<file path="src/rtl/reaction_game_fsm.sv">
// rtl/reaction_game_fsm.sv - multi-round reaction-time game controller
//
// Purpose: runs a game of ROUNDS rounds. Each round waits a pseudo-random
// delay (MIN_DELAY_MS + LFSR bits) with the LED off, then lights the LED and
// measures the player's reaction in ms. A press during the delay is a false
// start and the round is retried. Best and total reaction times are kept per
// game.
//
// Ports:
//   clk            system clock
//   reset          asynchronous, active-high reset
//   ms_tick        one-cycle strobe per millisecond
//   button_pressed synchronised button level
//   led_on         stimulus LED (high in WAIT)
//   result_valid   one-cycle pulse in the first SHOW cycle
//   reaction_ms    last recorded reaction time
//   false_start    high while in FALSE
//   best_ms        minimum reaction this game
//   total_ms       sum of recorded reactions this game
//   round_idx      completed rounds this game
//   done           high while in DONE
module reaction_game_fsm #(
  parameter int MAX_MS       = 2047,
  parameter int ROUNDS       = 5,
  parameter int MIN_DELAY_MS = 1000,
  parameter int RAND_BITS    = 10,
  localparam int W           = $clog2(MAX_MS + 1),
  localparam int RW          = $clog2(ROUNDS + 1)
) (
  input  logic            clk,
  input  logic            reset,
  input  logic            ms_tick,
  input  logic            button_pressed,
  output logic            led_on,
  output logic            result_valid,
  output logic [W-1:0]    reaction_ms,
  output logic            false_start,
  output logic [W-1:0]    best_ms,
  output logic [W+RW-1:0] total_ms,
  output logic [RW-1:0]   round_idx,
  output logic            done
);

  // Delay counter holds at most MIN_DELAY_MS + 2^RAND_BITS - 1.
  localparam int DW = $clog2(MIN_DELAY_MS + (1 << RAND_BITS));

  typedef enum logic [2:0] {
    IDLE  = 3'd0,
    DELAY = 3'd1,
    WAIT  = 3'd2,
    SHOW  = 3'd3,
    FALSE = 3'd4,
    DONE  = 3'd5
  } state_t;

  state_t        state;
  logic          button_q;
  logic [15:0]   lfsr;
  logic [DW-1:0] delay_cnt;
  logic [W-1:0]  rt_cnt;

  logic          btn_edge;
  logic          lfsr_fb;
  logic [DW-1:0] delay_seed;
  logic          rec_en;
  logic [W-1:0]  rec_val;

  assign btn_edge   = button_pressed & ~button_q;
  // Fibonacci taps 16,14,13,11 (bit 15 is tap 16)
  assign lfsr_fb    = lfsr[15] ^ lfsr[13] ^ lfsr[12] ^ lfsr[10];
  assign delay_seed = DW'(MIN_DELAY_MS) + DW'(lfsr[RAND_BITS-1:0]);

  // A round ends on a press (the tick in the same cycle is not counted) or on
  // the tick that would push the counter past MAX_MS.
  assign rec_en  = (state == WAIT) &&
                   (btn_edge || (ms_tick && (rt_cnt == W'(MAX_MS))));
  assign rec_val = btn_edge ? rt_cnt : W'(MAX_MS);

  // Status outputs decode the state register so reset clears them at once.
  assign led_on      = (state == WAIT);
  assign false_start = (state == FALSE);
  assign done        = (state == DONE);

  always_ff @(posedge clk or posedge reset) begin
    if (reset) begin
      state        <= IDLE;
      button_q     <= 1'b1;
      lfsr         <= 16'hACE1;
      delay_cnt    <= '0;
      rt_cnt       <= '0;
      reaction_ms  <= '0;
      result_valid <= 1'b0;
      best_ms      <= W'(MAX_MS);
      total_ms     <= '0;
      round_idx    <= '0;
    end else begin
      button_q     <= button_pressed;
      lfsr         <= {lfsr[14:0], lfsr_fb};
      result_valid <= 1'b0;

      case (state)
        IDLE: begin
          if (btn_edge) begin
            state     <= DELAY;
            delay_cnt <= delay_seed;
            round_idx <= '0;
            total_ms  <= '0;
            best_ms   <= W'(MAX_MS);
          end
        end

        DELAY: begin
          if (btn_edge) begin
            state <= FALSE;
          end else if (ms_tick) begin
            if (delay_cnt == DW'(1)) begin
              state  <= WAIT;
              rt_cnt <= '0;
            end else begin
              delay_cnt <= delay_cnt - DW'(1);
            end
          end
        end

        WAIT: begin
          if (rec_en) begin
            state        <= SHOW;
            reaction_ms  <= rec_val;
            result_valid <= 1'b1;
            round_idx    <= round_idx + RW'(1);
            total_ms     <= total_ms + {{RW{1'b0}}, rec_val};
            if (rec_val < best_ms) begin
              best_ms <= rec_val;
            end
          end else if (ms_tick) begin
            // rec_en covers rt_cnt == MAX_MS, so this cannot overflow
            rt_cnt <= rt_cnt + W'(1);
          end
        end

        SHOW: begin
          if (btn_edge) begin
            if (round_idx == RW'(ROUNDS)) begin
              state <= DONE;
            end else begin
              state     <= DELAY;
              delay_cnt <= delay_seed;
            end
          end
        end

        FALSE: begin
          if (btn_edge) begin
            state     <= DELAY;
            delay_cnt <= delay_seed;
          end
        end

        DONE: begin
          if (btn_edge) begin
            state <= IDLE;
          end
        end

        default: state <= IDLE;
      endcase
    end
  end

endmodule

</file>
<file path="config.mk">
export PLATFORM = sky130hd
export DESIGN_NAME = reaction_game_fsm
export DESIGN_NICKNAME = d
export VERILOG_FILES = /design/src/rtl/reaction_game_fsm.sv
export SDC_FILE = /design/constraint.sdc
export NUM_CORES = 1
export LEC_CHECK = 0
export ABC_AREA = 1
export CAP_MARGIN = 25
export CORE_MARGIN = 2
export CORE_UTILIZATION = 58
export DETAILED_ROUTE_END_ITERATION = 10
export GPL_TIMING_DRIVEN = 1
export HOLD_SLACK_MARGIN = 0.08
export PLACE_DENSITY = 0.82
export SLEW_MARGIN = 15
export SYNTH_ARGS = -nofsm -noshare
export SYNTH_HDL_FRONTEND = slang
export SYNTH_SLANG_ARGS = --single-unit
export TNS_END_PERCENT = 5
</file>
<file path="constraint.sdc">
create_clock -name clk -period 3.8 [get_ports clk]
set_input_delay 1.14 -clock clk [delete_from_list [all_inputs] [get_ports clk]]
set_output_delay 1.14 -clock clk [all_outputs]
set_load 0.05 [all_outputs]
</file>
; ---- Word level (Yosys, flattened, before mapping)
; Index checks and enable logic that the tools add are counted.
[word_totals]
ff_bits = 82
output_inout_bits = 43
elab_cells = 92
[op_classes]
add_sub_neg = 5
order_cmp = 1
n_eq_ne = 23
mux = 34
bitwise_logic = 5
n_reduce_logical = 14
[ops]
columns = op, count
row1 = 2-to-1 mux 11 bit, 15
row2 = one-hot mux 11 bit (2 select lines), 2
row3 = one-hot mux 11 bit (3 select lines), 1
row4 = 2-to-1 mux 14 bit, 2
row5 = one-hot mux 14 bit (2 select lines), 1
row6 = 2-to-1 mux 3 bit, 9
row7 = inequality test 2 bit (second input constant), 9
row8 = one-hot mux 3 bit (5 select lines), 1
row9 = adder 14 x 11 -> 14 bit, 1
row10 = AND reduction 6 bit, 2
row11 = adder 10 x 10 -> 11 bit (first input constant), 1
row12 = adder 11 x 1 -> 11 bit (second input constant), 1
row13 = equality test 11 x 1 -> 1 bit (second input constant), 1
row14 = equality test 11 bit (second input constant), 1
row15 = less-than comparator 11 bit, 1
row16 = subtractor 11 x 1 -> 11 bit (second input constant), 1
row17 = equality test 3 bit (second input constant), 3
row18 = inequality test 2 x 1 -> 1 bit (second input constant), 4
row19 = AND reduction 7 bit, 1
row20 = equality test 3 x 2 -> 1 bit (second input constant), 2
row21 = inequality test 3 bit (second input constant), 2
row22 = one-hot mux 3 bit (2 select lines), 1
row23 = AND reduction 4 bit, 1
row24 = nonzero test 2 bit, 2
row25 = 13 further kinds, 17

; ---- Depth between registers and ports, before layout
[logic_depth]
word_depth = 7
depth_mapped = 18

; ---- Least setup slack after synthesis
; Ideal clock, no wire load.
[synth_path]
path_type = input to register
startpoint = input button_pressed
endpoint = register total_ms[6]
setup_time_ps = 118
arrival_ps = 2821
required_ps = 3682
path_slack_ps = 861
path_stages = 14
n_path_buf = 2
path_cell_list = nand2_2 -> buf_6 -> buf_2 -> nor2_1 -> inv_1 -> ha_1 -> fa_1 -> nand2_1 -> nand2_1 -> o21ai_0 -> o21ai_0 -> xor2_1 -> nand2_1 -> nand2_1
[synth_via]
elab_chain_len = 5
[synth_rtl]
columns = element, line
row1 = "start, declared", 33  ; input logic button_pressed,
row2 = AND 1 bit, 68  ; assign btn_edge = button_pressed & ~button_q;
row3 = 2-to-1 mux 11 bit, 77  ; assign rec_val = btn_edge ? rt_cnt : W'(MAX_MS);
row4 = net rec_val[0], 66  ; logic [W-1:0] rec_val;
row5 = adder 14 x 11 -> 14 bit, 131  ; total_ms <= total_ms + {{RW{1'b0}}, rec_val};
row6 = 2-to-1 mux 14 bit, 126  ; if (rec_en) begin
row7 = one-hot mux 14 bit (2 select lines), 101  ; case (state)
row8 = "end signal, assigned", 131
row9 = "end, declared", 39  ; output logic [W+RW-1:0] total_ms,
; The timed path passes the listed nets, and every way through them passes these cells. The select of a mux whose other input is x is not followed.
; A chain may end at the register's enable or synchronous reset.

; ---- Final worst setup path
; Same ends and word-level chain as after synthesis.

==> results.txt <==
status - finished, final reports clean
Worst Setup End Kind - flop
Hold Violations, Final - 0
Final setup viols - 0
met3 WL - 553 um
clock root cell - clkbuf_8
Simple-Gate Fraction of Synth Area - 32.4%
Pleak - 2.90 nW
gr ovfl total - 0
Synth Instances - 673
CP delay by family, top - adder cells
CP bufs+invs - 2
Net Count, Synth - 705
largest net degree at the start of global routing - 43
Post-CTS Hold Buffers - 0
Die W - 98.3 um
CTS tree - yes
Placer Congestion - 0.923
Adder-Cell Fraction of Synth Area - 6.95%
setup_tns - 0 ns
Post-DRT Antenna Nets - 0
Post-CTS Setup Inserts - 0
RSZ-0062 raised after global routing - false
Vias per Instance - 5.36
largest family of logic cells by synthesized area - simple AND/OR/NAND/NOR gates
area grow syn2layout - 14.1%
DPL Wire Length - 8460 um
maxcap violations - 0
post-synth cell types - 43
crit path launch type - primary input
Worst Hold Class - flop to flop
period utilisation layout - 81.9%
FFs w/ async S/R, synth - 100%
most common cell after layout, fill and taps aside - nand2_1
worst clock skew - 0.0164 ns
first-pass GRT wire length - 20500 um
I/O pins - 47
drt drc - 0
share of cells above drive strength 1 - 13.7%
n_diodes - 0
initial antenna violation count - 0
critical path required time - 4.05 ns
CP cell instances - clkdlybuf4s50_1, nand2_2, nor2_1, inv_1, ha_1, fa_1, nand2_1, nand2_1, o21ai_0, o21ai_0, xor2_1, nand2_1, nand2_1
Power Total - 5.27 mW
CTS Buffer Depth - 2
multiplexer share of the synthesized area - 0%
Critical Path AT - 3.37 ns
FF-to-FF path depth - 15
PortBufs - 46
cell accounting for the most synthesized area - dfrtp_1
fillers - 713
Cell Rows - 34
CP max stage delay - 0.52 ns
number of flops mapped to enable cells by yosys - 0
H-Tree Depth - 3
critical path's slowest cell - clkdlybuf4s50_1
top post-synthesis cells by area - dfrtp_1 (30%), nand2_1 (14%), dfstp_2 (10%), ha_1 (6.6%), nor2_1 (6.4%)
Fmax - 321 MHz
Die ar. - 9650 um^2
Slew Viols, Final - 0
gr usage total - 25.9%
minimum clock period - 3.11 ns
most used cell, CP - nand2_1
worst hold path depth - 0
Slew headroom - 49.6%
Pre-antenna DRT Iters - 5
Num CTS Buffers - 9
Post-Synth XOR/XNOR Area - 3.23%
CP Max Fanout - 12
post-synthesis sequential area ratio - 40.3%
Skew-Pair Late Insertion Delay - 0.36 ns
DR WL/cell - 14.1 um
Synth Flop Type - dfrtp_1
synth warn - 0
drt first-iter violations - 311
number of global-route vias before repair - 4440
VDD IR max - 0.697 mV
Starting Density - 59.4%
Die Ht - 98.3 um
most frequent cells in the layout - nand2_1 (191), nor2_1 (88), inv_1 (86)
number of synthesized register bits - 82
Tightest Pin Transition - 0.754 ns
crit path kind - primary input to flop
via count of the routed design - 4463
Synth Area per Inst - 7.66 um^2
M1 WL - 5220 um
metal2 WL - 5680 um
CTS resizes - 0
pwr dens - 896 nW/um^2
cell depth of the worst setup path - 13
nets - 752
Cell Area, Synth - 5150 um^2
CTS clk-pin slew, worst paths - 0.10 ns
highest metal used - met4
core area - 8680 um^2
WL final - 11700 um
CTS Sinks - 82
Compound-Gate Fraction of Synth Area - 8.06%
Synth top area share - 30.1%
-- metal layers --
| layer | track usage [%] | up-vias |
|---|---|---|
| li1 | - | 2204 |
| met1 | 34.8 | 2101 |
| met2 | 42.8 | 134 |
| met3 | 4.80 | 24 |
| met4 | 8.32 | 0 |
| met5 | 0 | - |
-- cell families after synthesis --
kind of cell,count (synthesis)
compound gates,65
flops,82
fa+ha+maj,28
xor+xnor,19
buf+inv,104
simple gates,375
-- per-stage QoR --
stage | util (%) | std cells | hold WS (ns) | setup slack [ns] | instance area [um^2]
floorplan | - | 673 | 0.333 | 0.585 | 5150
global placement | 65.3 | 817 | 0.338 | 0.435 | 5670
detailed placement | 65.3 | 817 | 0.338 | 0.324 | 5670
CTS | 67.7 | 833 | 0.364 | 0.696 | 5880
global route | 67.7 | 833 | 0.379 | 0.503 | 5880
finish | 67.7 | 833 | 0.362 | 0.686 | 5880
-- worst paths after layout --
| check | from | to | slack [ns] |
|---|---|---|---|
| setup / recovery | button_pressed | total_ms[6]$_DFFE_PP0P_ | 0.69 |
| hold / removal | lfsr[14]$_DFF_PP0_ | lfsr[15]$_DFF_PP1_ | 0.36 |
| setup reg to reg | button_q$_DFF_PP1_ | best_ms[8]$_DFFE_PP1P_ | 1.53 |
| hold reg to reg | lfsr[14]$_DFF_PP0_ | lfsr[15]$_DFF_PP1_ | 0.36 |
| max in group asynchronous | reset | button_q$_DFF_PP1_ | 1.88 |
| min in group asynchronous | reset | reaction_ms[0]$_DFFE_PP0P_ | 1.21 |
-- state kept, by name, summed over array words and instances (netlist names) --
register      count
total_ms         14
round_idx         3
state             3
best_ms          11
reaction_ms      11
result_valid      1
delay_cnt        11
button_q          1
rt_cnt           11
lfsr             16
-- cell usage after synthesis (6+ instances only) --
master,n
nand2_1,191
nor2_1,88
inv_1,87
dfrtp_1,62
nand3_1,42
ha_1,27
dfstp_2,20
o21ai_2,18
nand2_2,17
o21ai_0,16
a21oi_1,15
xor2_1,13
o21ai_1,8
nand4_1,7
buf_2,6
buf_6,6
xnor2_1,6
-- power by group --
group | switching (mW) | internal (mW)
Clock | 0.346 | 0.328
Combinational | 2.13 | 1.05
Sequential | 0.235 | 1.18
Total | 2.71 | 2.56
-- cell type report --
| class | count | area [um^2] | area share (%) |
|---|---|---|---|
| clock buffers | 10 | 138 | 2.34 |
| clock inverters | 6 | 71.3 | 1.21 |
| inverters | 89 | 340 | 5.79 |
| multi-input cells | 487 | 2610 | 44.3 |
| flip-flops and latches | 82 | 2080 | 35.3 |
| well taps | 108 | 135 | 2.30 |
| repair buffers | 51 | 510 | 8.68 |
No activity file was read; power rests on OpenSTA's default activity.
